### config.mk
export PLATFORM = sky130hd
export DESIGN_NAME = mac_vec_engine_flat
export DESIGN_NICKNAME = d
export VERILOG_FILES = /design/src/rtl/mac_vec_engine_pkg.sv /design/src/rtl/mac_vec_engine_if.sv /design/src/rtl/mac_vec_engine_mult_stage.sv /design/src/rtl/mac_vec_engine.sv /design/src/flat_wrapper.sv
export SDC_FILE = /design/constraint.sdc
export NUM_CORES = 1
export LEC_CHECK = 0
export ABC_AREA = 1
export CORE_MARGIN = 1.5
export CORE_UTILIZATION = 45
export CTS_BUF_LIST = sky130_fd_sc_hd__clkbuf_4 sky130_fd_sc_hd__clkbuf_8 sky130_fd_sc_hd__clkbuf_16
export DETAILED_ROUTE_END_ITERATION = 6
export SETUP_SLACK_MARGIN = 0.2
export SLEW_MARGIN = 15
export SYNTH_ARGS = -nofsm -noshare
export SYNTH_HDL_FRONTEND = slang
export SYNTH_SLANG_ARGS = --single-unit
### constraint.sdc
create_clock -name clk_i -period 8.19 [get_ports clk_i]
set_clock_uncertainty 0.15 [all_clocks]
set_input_delay 1.2285 -clock clk_i [delete_from_list [all_inputs] [get_ports clk_i]]
set_output_delay 1.2285 -clock clk_i [all_outputs]
set_load 0.02 [all_outputs]
### src/rtl/mac_vec_engine_pkg.sv
// rtl/mac_vec_engine_pkg.sv - shared types, defaults and width helper for the MAC engine
package mac_vec_engine_pkg;

  typedef enum logic [1:0] {
    ST_IDLE  = 2'd0,
    ST_RUN   = 2'd1,
    ST_DRAIN = 2'd2,
    ST_DONE  = 2'd3
  } state_t;

  localparam int DEF_DW = 4;
  localparam int DEF_N  = 10;

  // Smallest w with 2**w >= value; usable in parameter expressions
  function automatic int clog2_f(input int value);
    int w;
    w = 0;
    while ((1 << w) < value) begin
      w = w + 1;
    end
    return w;
  endfunction

endpackage

### src/rtl/mac_vec_engine_if.sv
// rtl/mac_vec_engine_if.sv - operand pair handshake bundle
interface mac_vec_engine_if #(
  parameter int DW = 4
);
  logic          in_valid;
  logic          in_ready;
  logic [DW-1:0] a;
  logic [DW-1:0] b;

  modport master (output in_valid, output a, output b, input in_ready);
  modport slave  (input in_valid, input a, input b, output in_ready);
endinterface

### src/rtl/mac_vec_engine_mult_stage.sv
// rtl/mac_vec_engine_mult_stage.sv - registered DW x DW multiplier, signed/unsigned select
module mac_vec_engine_mult_stage #(
  parameter int DW = 4
) (
  input  logic            clk_i,
  input  logic            rst_i,
  input  logic            valid_i,
  input  logic            signed_mode_i,
  input  logic [DW-1:0]   a_i,
  input  logic [DW-1:0]   b_i,
  output logic [2*DW-1:0] prod_o,
  output logic            valid_o
);

  logic [2*DW-1:0] ext_a;
  logic [2*DW-1:0] ext_b;
  logic [2*DW-1:0] prod_d;
  logic [2*DW-1:0] prod_q;
  logic            valid_q;

  // Extend operands to full product width so one multiply serves both modes
  always_comb begin
    ext_a  = signed_mode_i ? {{DW{a_i[DW-1]}}, a_i} : {{DW{1'b0}}, a_i};
    ext_b  = signed_mode_i ? {{DW{b_i[DW-1]}}, b_i} : {{DW{1'b0}}, b_i};
    prod_d = ext_a * ext_b;
  end

  // Product register with its valid bit; product only captured on accepted pairs
  always_ff @(posedge clk_i) begin
    if (rst_i) begin
      prod_q  <= '0;
      valid_q <= 1'b0;
    end else begin
      valid_q <= valid_i;
      if (valid_i) begin
        prod_q <= prod_d;
      end
    end
  end

  assign prod_o  = prod_q;
  assign valid_o = valid_q;

endmodule

### src/rtl/mac_vec_engine.sv
// rtl/mac_vec_engine.sv - pipelined dot-product engine with saturation and overflow flag
module mac_vec_engine
  import mac_vec_engine_pkg::*;
#(
  parameter int DW    = DEF_DW,
  parameter int N     = DEF_N,
  parameter int ACC_W = 2 * DW + clog2_f(N),
  parameter int SAT   = 1
) (
  input  logic             clk_i,
  input  logic             rst_i,
  input  logic             start_i,
  input  logic             signed_mode_i,
  mac_vec_engine_if.slave  in_if,
  output logic [ACC_W-1:0] out_o,
  output logic             done_o,
  output logic             busy_o,
  output logic             overflow_o
);

  localparam int PW = 2 * DW;
  localparam int CW = clog2_f(N + 1);
  // Sum width leaves headroom above both the accumulator and the product
  localparam int SW = ((ACC_W > PW) ? ACC_W : PW) + 2;

  state_t           state_q, state_d;
  logic [CW-1:0]    count_q, count_d;
  logic [ACC_W-1:0] acc_q, acc_d;
  logic [ACC_W-1:0] out_q, out_d;
  logic             ovf_q, ovf_d;
  logic             done_q, done_d;
  logic             mode_q, mode_d;

  logic             in_ready;
  logic             accept;
  logic [PW-1:0]    prod;
  logic             prod_valid;

  logic [SW-1:0]    acc_ext;
  logic [SW-1:0]    prod_ext;
  logic [SW-1:0]    sum;
  logic [SW-1:0]    max_v;
  logic [SW-1:0]    min_v;
  logic             over_hi;
  logic             over_lo;
  logic [ACC_W-1:0] acc_next;

  assign in_ready       = (state_q == ST_RUN) && (count_q < CW'(N));
  assign accept         = in_ready && in_if.in_valid;
  assign in_if.in_ready = in_ready;

  mac_vec_engine_mult_stage #(.DW(DW)) u_mult (
    .clk_i         (clk_i),
    .rst_i         (rst_i),
    .valid_i       (accept),
    .signed_mode_i (mode_q),
    .a_i           (in_if.a),
    .b_i           (in_if.b),
    .prod_o        (prod),
    .valid_o       (prod_valid)
  );

  // Guarded accumulate, range check against the ACC_W window, optional clamp
  always_comb begin
    acc_ext  = mode_q ? {{(SW-ACC_W){acc_q[ACC_W-1]}}, acc_q} : {{(SW-ACC_W){1'b0}}, acc_q};
    prod_ext = mode_q ? {{(SW-PW){prod[PW-1]}}, prod} : {{(SW-PW){1'b0}}, prod};
    sum      = acc_ext + prod_ext;
    if (mode_q) begin
      max_v = {{(SW-ACC_W+1){1'b0}}, {(ACC_W-1){1'b1}}};
      min_v = {{(SW-ACC_W+1){1'b1}}, {(ACC_W-1){1'b0}}};
    end else begin
      max_v = {{(SW-ACC_W){1'b0}}, {ACC_W{1'b1}}};
      min_v = '0;
    end
    over_hi  = $signed(sum) > $signed(max_v);
    over_lo  = $signed(sum) < $signed(min_v);
    acc_next = sum[ACC_W-1:0];
    if ((SAT != 0) && over_hi) begin
      acc_next = max_v[ACC_W-1:0];
    end else if ((SAT != 0) && over_lo) begin
      acc_next = min_v[ACC_W-1:0];
    end
  end

  // FSM next state plus job-level register updates
  always_comb begin
    state_d = state_q;
    count_d = count_q;
    acc_d   = acc_q;
    ovf_d   = ovf_q;
    out_d   = out_q;
    mode_d  = mode_q;
    done_d  = 1'b0;
    case (state_q)
      ST_IDLE: begin
        if (start_i) begin
          state_d = ST_RUN;
          count_d = '0;
          acc_d   = '0;
          ovf_d   = 1'b0;
          mode_d  = signed_mode_i;
        end
      end
      ST_RUN: begin
        if (accept) begin
          count_d = count_q + CW'(1);
          if (count_q == CW'(N - 1)) begin
            state_d = ST_DRAIN;
          end
        end
      end
      ST_DRAIN: begin
        state_d = ST_DONE;
      end
      ST_DONE: begin
        state_d = ST_IDLE;
        out_d   = acc_q;
        done_d  = 1'b1;
      end
      default: begin
        state_d = ST_IDLE;
      end
    endcase
    // Products only arrive in RUN/DRAIN, never alongside the IDLE clear
    if (prod_valid) begin
      acc_d = acc_next;
      ovf_d = ovf_q | over_hi | over_lo;
    end
  end

  // State and datapath registers; reset discards any in-flight job
  always_ff @(posedge clk_i) begin
    if (rst_i) begin
      state_q <= ST_IDLE;
      count_q <= '0;
      acc_q   <= '0;
      ovf_q   <= 1'b0;
      out_q   <= '0;
      done_q  <= 1'b0;
      mode_q  <= 1'b0;
    end else begin
      state_q <= state_d;
      count_q <= count_d;
      acc_q   <= acc_d;
      ovf_q   <= ovf_d;
      out_q   <= out_d;
      done_q  <= done_d;
      mode_q  <= mode_d;
    end
  end

  assign out_o      = out_q;
  assign done_o     = done_q;
  assign busy_o     = (state_q != ST_IDLE);
  assign overflow_o = ovf_q;

endmodule

### src/flat_wrapper.sv
// flat-port wrapper written by rule: the top's interface ports become plain ports
module mac_vec_engine_flat import mac_vec_engine_pkg::*;
#(
  parameter int DW    = DEF_DW,
  parameter int N     = DEF_N,
  parameter int ACC_W = 2 * DW + clog2_f(N),
  parameter int SAT   = 1
)
  (clk_i, rst_i, start_i, signed_mode_i, out_o, done_o, busy_o, overflow_o, in_if_in_valid, in_if_a, in_if_b, in_if_in_ready);
  mac_vec_engine_if #(.DW(DW)) in_if_i ();
  input  logic clk_i;
  input  logic rst_i;
  input  logic start_i;
  input  logic signed_mode_i;
  output logic [ACC_W-1:0] out_o;
  output logic done_o;
  output logic busy_o;
  output logic overflow_o;
  input wire logic [$bits(in_if_i.in_valid)-1:0] in_if_in_valid;
  input wire logic [$bits(in_if_i.a)-1:0] in_if_a;
  input wire logic [$bits(in_if_i.b)-1:0] in_if_b;
  output wire logic [$bits(in_if_i.in_ready)-1:0] in_if_in_ready;
  assign in_if_i.in_valid = in_if_in_valid;
  assign in_if_i.a = in_if_a;
  assign in_if_i.b = in_if_b;
  assign in_if_in_ready = in_if_i.in_ready;
  mac_vec_engine #(.DW(DW), .N(N), .ACC_W(ACC_W), .SAT(SAT)) u_core (.clk_i(clk_i), .rst_i(rst_i), .start_i(start_i), .signed_mode_i(signed_mode_i), .in_if(in_if_i), .out_o(out_o), .done_o(done_o), .busy_o(busy_o), .overflow_o(overflow_o));
endmodule
==> qor.txt, run 1 <==
Setup crit end: u_core.u_mult.prod_o[7]$_SDFFE_PP0P_
actual slew at the worst max-slew pin: 998 ps
critical path launch point type: input pin
# rows: 31
WL final: 7.19 mm
share of layout cells above drive strength 1: 4.07%
detailed-placement wirelength estimate: 5.88 mm
Final Non-Filler Cells: 615
P per Cell Area: 204 nW/µm²
Post-synth EDFFs: 0
DRT antenna net count: 0
FF-to-FF setup slack: 3470 ps
xor/xnor share of the synthesized area: 4.95%
Synth Area in Adders: 20.9%
Seq/Total Area, Yosys: 25.2%
RSZ-0062 raised after global routing: no
GRT overflow: 0
DR vias: 2987
Core Area: 7210 µm²
GRT Util Overall: 19.6%
count of final setup violators: 0
Yosys warnings: 0
worst hold path cell count: 2
register bit count reported by yosys: 42
outcome: finished, final reports clean
kind of critical path: in -> reg
I/O Buffers: 28
post-layout util: 52.9%
Synth area leaders: dfxtp_1, nand2_1, ha_1
Die H: 89.1 µm
first-pass GRT wire length: 12.2 mm
CP Capture Type: flop
Final #Nets: 576
Antenna Cells: 0
Reg-to-Reg Start: u_core.mode_q$_SDFFE_PP0P_
Final TNS setup: 0 ps
main combinational cell family by area after synthesis: simple AND/OR/NAND/NOR gates
post-synthesis mux area share: 0%
Placed Area: 3700 µm²
Synth top cells by count: nand2_1, inv_1, dfxtp_1, nor2_1, a21oi_1
RD Place Congestion: 0.863
critical path arrival: 5170 ps
top cell type's share of synthesized area: 25.2%
compound-cell area share of the yosys netlist: 11.7%
Clock Path Buffers: 2
Initial Util: 46.2%
CTS tree: done
worst-path maximum fanout: 4
Final Max Slew Viols: 0
Critical Path Source: in_if_b[3]
DP Cell Count: 607
slew margin rel.: 33.5%
antenna violations before repair: 0
Tcrit/Tclk final: 62.6%
post-DR wirelength/cell: 11.7 µm
post-route cell area: 3820 µm²
vias in the first global route: 2770
Cells after Synth: 487
Final Hold Fails: 0
PostCTS Resize Cnt: 0
DRC: 0
Tot Pwr: 0.779 mW
Worst R2R Path Depth: 17
1st-pass router iterations: 4
fill count: 757
CTS Buf Count: 5
Post-CTS Setup Bufs: 0
clock sinks: 42
post-synthesis simple-gate area fraction: 26.7%
fmax: 195 MHz
Syn-to-layout area delta: 14.5%
CTS Hold Buffers Added: 0
dominant cell type by area after synthesis: dfxtp_1
Syn Nets: 548
1st-iter DRT viols: 95
Synth Flop Type: dfxtp_1
Reg clk slew, reported paths: 80 ps
synth unique cells: 31
pin count of the biggest net entering global routing: 22
Final min period: 5130 ps
Critical Path RT: 8230 ps
Die ar.: 7940 µm²
worst supply voltage drop on vdd: 0.164 mV
cell leakage power: 1.90 nW
r2r endpoint: u_core.u_mult.prod_o[7]$_SDFFE_PP0P_
I/O pin count: 29
max-cap viol count: 0
CTS root buf: clkbuf_8
DIE WIDTH: 89.1 µm
Tightest Hold Check Type: reg -> reg
Clk Latency, worst-skew pair: 300 ps
synthesized area per cell: 6.85 µm²
vias per cell: 4.86
most common cell in the synthesized netlist: nand2_1
asr flop ratio synth: 0%
H-tree Lvls: 2
synthesized area: 3340 µm²
-- metrics by stage --
step	setup WS (ps)	hold slack, ps
CTS	3070	332
finish	3060	326
detailed placement	2740	320
floorplan	3550	294
global route	2780	359
global placement	2870	306
-- registers in the layout (all words and copies together) (netlist names) --
register and flops:
u_core.done_o 1, u_core.mode_q 1, u_core.u_mult.valid_o 1, u_core.out_o 12
u_core.u_mult.prod_o 8, u_core.state_q 2, u_core.count_q 4, u_core.overflow_o 1
u_core.acc_q 12
-- layout by cell type, fill, tap and decap left out --
cell type          n
o211ai_1           1
bufinv_16          1
nand3b_1           1
nor2_2             3
dfxtp_1           42
nand3_1           23
nor3_1             1
a31oi_1            1
nand3_2            1
ha_1              35
a21oi_1           36
a211oi_1           3
inv_2              1
nor3_2             1
xor2_2             1
clkbuf_4           1
xor2_1            12
fa_1              13
a41oi_1            1
xnor2_1            5
o21ai_1            1
or2_2              2
clkbuf_8           5
nand2_2            2
nand4_1            5
clkinvlp_4         1
nor2_1            42
o21ai_0           32
nand2_1          130
clkinv_1           3
inv_1             80
clkdlybuf4s50_1   28
nand2_4            2
-- worst min path at each step --
stage,startpoint,to,slack (ps)
after floorplan,u_core.count_q[3]$_SDFFE_PP0P_,u_core.count_q[3]$_SDFFE_PP0P_,290
after global placement,u_core.count_q[3]$_SDFFE_PP0P_,u_core.count_q[3]$_SDFFE_PP0P_,310
after detailed placement,u_core.count_q[3]$_SDFFE_PP0P_,u_core.count_q[3]$_SDFFE_PP0P_,320
after CTS,u_core.count_q[3]$_SDFFE_PP0P_,u_core.count_q[3]$_SDFFE_PP0P_,330
after global routing,u_core.u_mult.prod_o[5]$_SDFFE_PP0P_,u_core.u_mult.prod_o[5]$_SDFFE_PP0P_,360
final,u_core.count_q[3]$_SDFFE_PP0P_,u_core.count_q[3]$_SDFFE_PP0P_,330
-- worst max-delay path, stage by stage --
cell and delay (ps):
clkdlybuf4s50_1 540, nand2_1 90, nor2_1 190, inv_1 100, fa_1 440, inv_1 80, fa_1 410, ha_1 280
inv_1 50, fa_1 520, inv_1 40, ha_1 340, nand2_1 60, o21ai_0 200, xnor2_1 170, xor2_1 200
xor2_1 160, a21oi_1 70
-- final cells by class --
class | instances | area (µm²) | area share [%]
clock inverter | 2 | 37.5 | 0.983
clock buffer | 6 | 76.3 | 2.00
sequential | 42 | 841 | 22.0
tap | 99 | 124 | 3.24
timing repair buffer | 28 | 280 | 7.34
inverter | 84 | 315 | 8.26
multi-input combinational | 354 | 2140 | 56.2
-- per-layer routing --
layer	share of wire [%]	vias up	track usage, %
li1	-	1588	-
met1	48	1345	24.1
met2	47	39	35.1
met3	2.2	15	2.95
met4	2.3	0	6.43
met5	0	-	0
-- cells by family after synthesis --
logic type               after synthesis
XOR/XNOR                              18
AND/OR/NAND/NOR                      213
buffers and inverters                 91
flip-flops                            42
AO/OA/AOI/OAI                         75
adder cells (fa/ha/maj)               48
-- report_power, final --
| group | internal [mW] | switching (mW) | leakage [nW] |
|---|---|---|---|
| sequential | 0.234 | 0.0266 | 0.341 |
| clock | 0.0943 | 0.0738 | 0.0548 |
| combinational | 0.137 | 0.213 | 1.51 |
No activity file was read; power rests on OpenSTA's default activity.
==> inputs of run 2 (changes only) <==
==> constraint.sdc (replaced) <==
create_clock -name clk_i -period 5.3 [get_ports clk_i]
set_clock_uncertainty 0.15 [all_clocks]
set_input_delay 0.795 -clock clk_i [delete_from_list [all_inputs] [get_ports clk_i]]
set_output_delay 0.795 -clock clk_i [all_outputs]
set_load 0.02 [all_outputs]
==> run 2 against run 1 <==
  * Final cell count up 0.33%
  * Register-to-register slack worse by 2600 ps
  * Clock power up 54%
  * Non-clock buffer count up 2
  * Sequential share of layout area down 0.086 points
  * Combinational power up 57%
  * Global-route usage down 0.49 points
  * Sequential cell count unchanged
  * Power up 55%
  * Sequential power up 53%
  * Setup slack worse by 2400 ps
==> qor.txt, run 2 (synthesized netlist as in run 1, its figures left out) <==
Clock Path Buffers: 2 (unchanged)
DIE WIDTH: 89.1 µm (unchanged)
DRT antenna net count: 0 (unchanged)
cell leakage power: 1.91 nW (+0.56%)
GR Util met2: 34.5% (-0.62 points)
CTS Hold Buffers Added: 0 (unchanged)
RD Place Congestion: 0.923 (+6.9%)
combinational share of power: 45.6% (+0.7 points)
antenna violations before repair: 0 (unchanged)
fmax: 215 MHz
critical path arrival: 4680 ps (-490 ps)
Core Area: 7210 µm² (unchanged)
Clock Power Share: 21.4% (-0.2 points)
kind of critical path: in -> reg
Final Max Slew Viols: 0 (unchanged)
Critical Path RT: 5330 ps (-2900 ps)
DR vias: 2992 (+0.17%)
Clk Latency, worst-skew pair: 290 ps (about the same)
H-tree Lvls: 2 (unchanged)
final worst slack: 655 ps (-2400 ps)
actual slew at the worst max-slew pin: 1040 ps (+47.3 ps)
I/O pin count: 29 (unchanged)
GRT busiest layer: met2
Syn-to-layout area delta: 14.9%
share of layout cells above drive strength 1: 4.44% (+0.37 points)
CTS root buf: clkbuf_8
GRT Util Overall: 19.1% (-0.49 points)
Hold Crit Start: u_core.count_q[3]$_SDFFE_PP0P_
most frequent cells in the layout: nand2_1, inv_1, nor2_1, dfxtp_1, a21oi_1
post-DR wirelength/cell: 11.4 µm (-2.3%)
Tightest Hold Check Type: reg -> reg
DRC: 0 (unchanged)
GRT overflow: 0 (unchanged)
Sw Share: 40.1% (-0.11 points)
WL final: 7.05 mm (-2.0%)
1st-iter DRT viols: 136 (+43%)
Post-CTS Setup Bufs: 0 (unchanged)
Critical Path Source: in_if_b[3]
count of final setup violators: 0 (unchanged)
Die H: 89.1 µm (unchanged)
Die ar.: 7940 µm² (unchanged)
GRT met3 Usage: 2.77% (-0.18 points)
met1 usage: 24.5% (+0.38 points)
dpl ws: 326 ps (-2420 ps)
Final Hold Fails: 0 (unchanged)
critical path launch point type: input pin
Final min period: 4650 ps
P per Cell Area: 315 nW/µm² (+54%)
Final #Nets: 578 (+0.35%)
vias per cell: 4.85 (-0.16%)
DP Cell Count: 609 (+0.33%)
commonest non-fill, non-tap cell in the layout: nand2_1
Initial Util: 46.2% (unchanged)
worst supply voltage drop on vdd: 0.218 mV (+33%)
# rows: 31 (unchanged)
outcome: finished, final reports clean
Sw Pwr: 0.485 mW (+55%)
CTS Buf Count: 5 (unchanged)
detailed-placement wirelength estimate: 5.80 mm (-1.3%)
I/O Buffers: 28 (unchanged)
Flop pwr share: 33.0% (-0.5 points)
Antenna Cells: 0 (unchanged)
clock sinks: 42 (unchanged)
pin count of the biggest net entering global routing: 22 (unchanged)
Final TNS setup: 0 ps (unchanged)
Reg clk slew, reported paths: 80 ps (about the same)
max-cap viol count: 0 (unchanged)
RSZ-0062 raised after global routing: no
slew margin rel.: 30.3% (-3.2 points)
Tcrit/Tclk final: 87.6%
Final Non-Filler Cells: 617 (+0.33%)
vias in the first global route: 2657 (-4.1%)
first-pass GRT wire length: 11.9 mm (-2.9%)
PostCTS Resize Cnt: 0 (unchanged)
CTS tree: done
Power Internal: 0.723 mW (+55%)
worst-path maximum fanout: 4 (unchanged)
1st-pass router iterations: 4 (unchanged)
Reg-to-Reg Start: u_core.mode_q$_SDFFE_PP0P_
Tot Pwr: 1.21 mW (+55%)
CP Capture Type: flop
==> run 2: cell types whose count changed in the layout (fill, tap and decap cells not counted), sizes merged <==
cell / before / now
buf: 0 / 2
==> run 2: power by group through the flow <==
stage	clock (mW)	combinational, mW	sequential (mW)
final	0.259	0.551	0.399
after detailed placement	0	0.556	0.406
after floorplan	0	0.375	0.422
after CTS	0.265	0.558	0.399
after global placement	0	0.546	0.405
after global routing	0.277	0.634	0.404
==> run 2: area by class of cell <==
type	count	area (µm²)
tap	99	124
fill	749	3380
clock inverter	2	37.5
inverter	84	315
timing repair buffer	30	295
sequential	42	841
clock buffer	6	76.3
multi-input combinational	354	2140
==> run 2: metrics by stage <==
stage,utilization (%),hold slack (ps),cell area [µm²]
2_1_floorplan,-,294,3340
3_3_place_gp,51.6,306,3720
3_5_place_dp,51.6,306,3720
5_1_grt,53.1,360,3830
6_report,53.1,321,3830
4_1_cts,53.1,322,3830
==> run 2: final timing paths <==
check	slack (ps)	cells after the start	to
min reg2reg	320	2	u_core.count_q[3]$_SDFFE_PP0P_
max	650	18	u_core.u_mult.prod_o[7]$_SDFFE_PP0P_
max reg2reg	920	17	u_core.u_mult.prod_o[7]$_SDFFE_PP0P_
min	320	2	u_core.count_q[3]$_SDFFE_PP0P_
==> run 2: routing by layer <==
metal	wire length (µm)	share of wire (%)
met5	0	0
met4	68	0.96
met3	130	1.8
met2	3420	48
met1	3430	49
==> run 2: worst max-delay path: stages <==
cell and delay, ps:
clkdlybuf4s50_1 530, nand2_1 90, nor2_1 190, inv_1 100, fa_1 430, inv_1 80
fa_1 410, ha_1 290, inv_1 50, fa_1 520, inv_1 40, ha_1 340
nand2_1 60, o21ai_0 190, xnor2_1 160, xor2_1 180, xor2_1 150, a21oi_1 70
==> inputs of run 3 (changes only) <==
--- a/config.mk
+++ b/config.mk
@@ -7,9 +7,10 @@
 export LEC_CHECK = 0
 export ABC_AREA = 1
 export CORE_MARGIN = 1.5
-export CORE_UTILIZATION = 45
+export CORE_UTILIZATION = 52
 export CTS_BUF_LIST = sky130_fd_sc_hd__clkbuf_4 sky130_fd_sc_hd__clkbuf_8 sky130_fd_sc_hd__clkbuf_16
 export DETAILED_ROUTE_END_ITERATION = 6
+export PLACE_DENSITY = 0.73
 export SETUP_SLACK_MARGIN = 0.2
 export SLEW_MARGIN = 15
 export SYNTH_ARGS = -nofsm -noshare
==> run 3 against run 2 <==
  * Sequential power up 1%
  * Combinational power down 0.9%
  * Setup slack better by 42 ps
  * Sequential cell count unchanged
  * Final cell count down 4.1%
  * Global-route usage up 2.3 points
  * Largest power group unchanged
  * Highest routed layer unchanged
==> qor.txt, run 3 (synthesized netlist as in run 1, its figures left out) <==
PostCTS Resize Cnt: 0 (unchanged)
1st-pass router iterations: 4 (unchanged)
Tcrit/Tclk final: 86.9% (-0.79 points)
Antenna Cells: 0 (unchanged)
commonest non-fill, non-tap cell in the layout: nand2_1
actual slew at the worst max-slew pin: 1000 ps (-43.6 ps)
Buf/Inv on CP: 3 (-2)
most frequent cells in the layout: nand2_1, inv_1, nor2_1, dfxtp_1, a21oi_1
FF-to-FF setup slack: 920 ps (about the same)
Reg clk slew, reported paths: 80 ps (about the same)
Clock Path Buffers: 2 (unchanged)
slew margin rel.: 33.2% (+2.9 points)
I/O pin count: 29 (unchanged)
Critical Path Most Common Cell: fa_1
critical path's top delay family: adder cells
Slowest cell on crit path: clkdlybuf4s50_1
GRT overflow: 0 (unchanged)
vias in the first global route: 2914 (+9.7%)
cell leakage power: 1.90 nW (-0.62%)
DIE WIDTH: 83.1 µm (-6.7%)
critical path launch point type: input pin
DP Cell Count: 585 (-3.9%)
critical path arrival: 4640 ps (-40 ps)
Final Non-Filler Cells: 592 (-4.1%)
CTS Hold Buffers Added: 0 (unchanged)
Core Area: 6060 µm² (-16%)
Final min period: 4600 ps (-42.0 ps)
Multi-input gate area: 2140 µm² (unchanged)
I/O Buffers: 28 (unchanged)
fmax: 217 MHz (+0.91%)
final worst slack: 697 ps (+42.0 ps)
CTS tree: done
Final Max Slew Viols: 0 (unchanged)
outcome: finished, final reports clean
r2r endpoint: u_core.u_mult.prod_o[7]$_SDFFE_PP0P_
vias per cell: 5.10 (+5.2%)
Tot Pwr: 1.15 mW (-5.1%)
Clk Latency, worst-skew pair: 290 ps (about the same)
antenna violations before repair: 0 (unchanged)
GRT Util Overall: 21.5% (+2.3 points)
detailed-placement wirelength estimate: 5.69 mm (-1.9%)
CTS Buf Count: 5 (unchanged)
share of layout cells above drive strength 1: 4.26% (-0.18 points)
CP Cell Sequence: clkdlybuf4s50_1, nand2_1, nor2_1, fa_1, inv_1, fa_1, inv_1, fa_1, fa_1, ha_1, a21oi_1, o21ai_0, xnor2_1, xor2_1, xor2_1, a21oi_1
worst supply voltage drop on vdd: 0.243 mV (+11%)
Hold EP: u_core.u_mult.prod_o[3]$_SDFFE_PP0P_
DRC: 0 (unchanged)
H-tree Lvls: 2 (unchanged)
Critical Path RT: 5340 ps (about the same)
worst hold path cell count: 2 (unchanged)
Die ar.: 6900 µm² (-13%)
count of final setup violators: 0 (unchanged)
Reg area: 841 µm² (unchanged)
clock sinks: 42 (unchanged)
Hold Crit Start: u_core.u_mult.prod_o[3]$_SDFFE_PP0P_
CTS root buf: clkbuf_8
1st-iter DRT viols: 93 (-32%)
Final #Nets: 578 (unchanged)
max-cap viol count: 0 (unchanged)
RSZ-0062 raised after global routing: no
Tightest Hold Check Type: reg -> reg
P per Cell Area: 304 nW/µm² (-3.5%)
# rows: 28 (-9.7%)
Post-CTS Setup Bufs: 0 (unchanged)
Initial Util: 55.0% (+8.8 points)
CP peak stage delay: 530 ps (about the same)
WL final: 6.98 mm (-1.0%)
worst-path maximum fanout: 4 (unchanged)
DRT antenna net count: 0 (unchanged)
pin count of the biggest net entering global routing: 22 (unchanged)
Syn-to-layout area delta: 13.0%
kind of critical path: in -> reg
Final Hold Fails: 0 (unchanged)
CP Capture Type: flop
Final TNS setup: 0 ps (unchanged)
RD Place Congestion: 0.924 (+0.18%)
first-pass GRT wire length: 12.5 mm (+5.5%)
dpl ws: 357 ps (+30.6 ps)
DR vias: 3019 (+0.90%)
Die H: 83.1 µm (-6.7%)
Reg-to-Reg Start: u_core.mode_q$_SDFFE_PP0P_
fill count: 571 (-24%)
Worst R2R Path Depth: 17 (unchanged)
post-DR wirelength/cell: 11.8 µm (+3.2%)
==> run 3: cell types whose count changed in the layout (fill, tap and decap cells not counted), sizes merged <==
cell,change
bufinv,-1
clkinvlp,-1
clkinv,+2
clkbuf,-1
==> run 3: worst reg2reg max path, cell delays in order (launching register included) <==
cell and delay (ps):
dfxtp_1 570, clkinv_1 270, nor2_1 260, inv_1 90, fa_1 410, inv_1 80, fa_1 410, ha_1 280
inv_1 50, fa_1 520, inv_1 40, ha_1 340, nand2_1 60, o21ai_0 180, xnor2_1 160, xor2_1 180
xor2_1 160, a21oi_1 70
==> run 3: power breakdown <==
group / internal, mW / total, mW / switching, mW
Clock: 0.0886 / 0.198 / 0.109
Sequential: 0.362 / 0.403 / 0.0402
Combinational: 0.215 / 0.546 / 0.332
==> run 3: area by class of cell <==
class,instances,area share (%)
clock inverter,2,0.266
timing repair buffer,30,7.84
inverter,84,8.37
sequential,42,22.3
multi-input combinational,354,56.9
tap,75,2.49
clock buffer,5,1.83
==> run 3: per-stage QoR <==
step,util (%),hold slack (ps),cell area (µm²)
2_1_floorplan,-,294,3340
3_3_place_gp,60.9,306,3690
3_5_place_dp,60.9,320,3690
4_1_cts,62.2,331,3770
5_1_grt,62.2,349,3770
6_report,62.2,330,3770
==> run 3: how the worst max path moves through the flow <==
stage	from	to	slack, ps	depth (start not counted)
floorplan	in_if_a[1]	u_core.u_mult.prod_o[7]$_SDFFE_PP0P_	1090	15
global placement	in_if_a[0]	u_core.u_mult.prod_o[7]$_SDFFE_PP0P_	430	18
detailed placement	in_if_a[0]	u_core.u_mult.prod_o[7]$_SDFFE_PP0P_	360	18
CTS	in_if_b[3]	u_core.u_mult.prod_o[7]$_SDFFE_PP0P_	670	16
global route	in_if_a[1]	u_core.u_mult.prod_o[7]$_SDFFE_PP0P_	360	16
finish	in_if_b[3]	u_core.u_mult.prod_o[7]$_SDFFE_PP0P_	700	16
==> run 3: per-layer routing <==
layer | track usage [%] | vias to the layer above | share of wire, %
li1 | - | 1591 | -
met1 | 26.2 | 1381 | 47
met2 | 39.5 | 37 | 49
met3 | 3.88 | 10 | 2.6
met4 | 3.94 | 0 | 1.2
met5 | 0 | - | 0
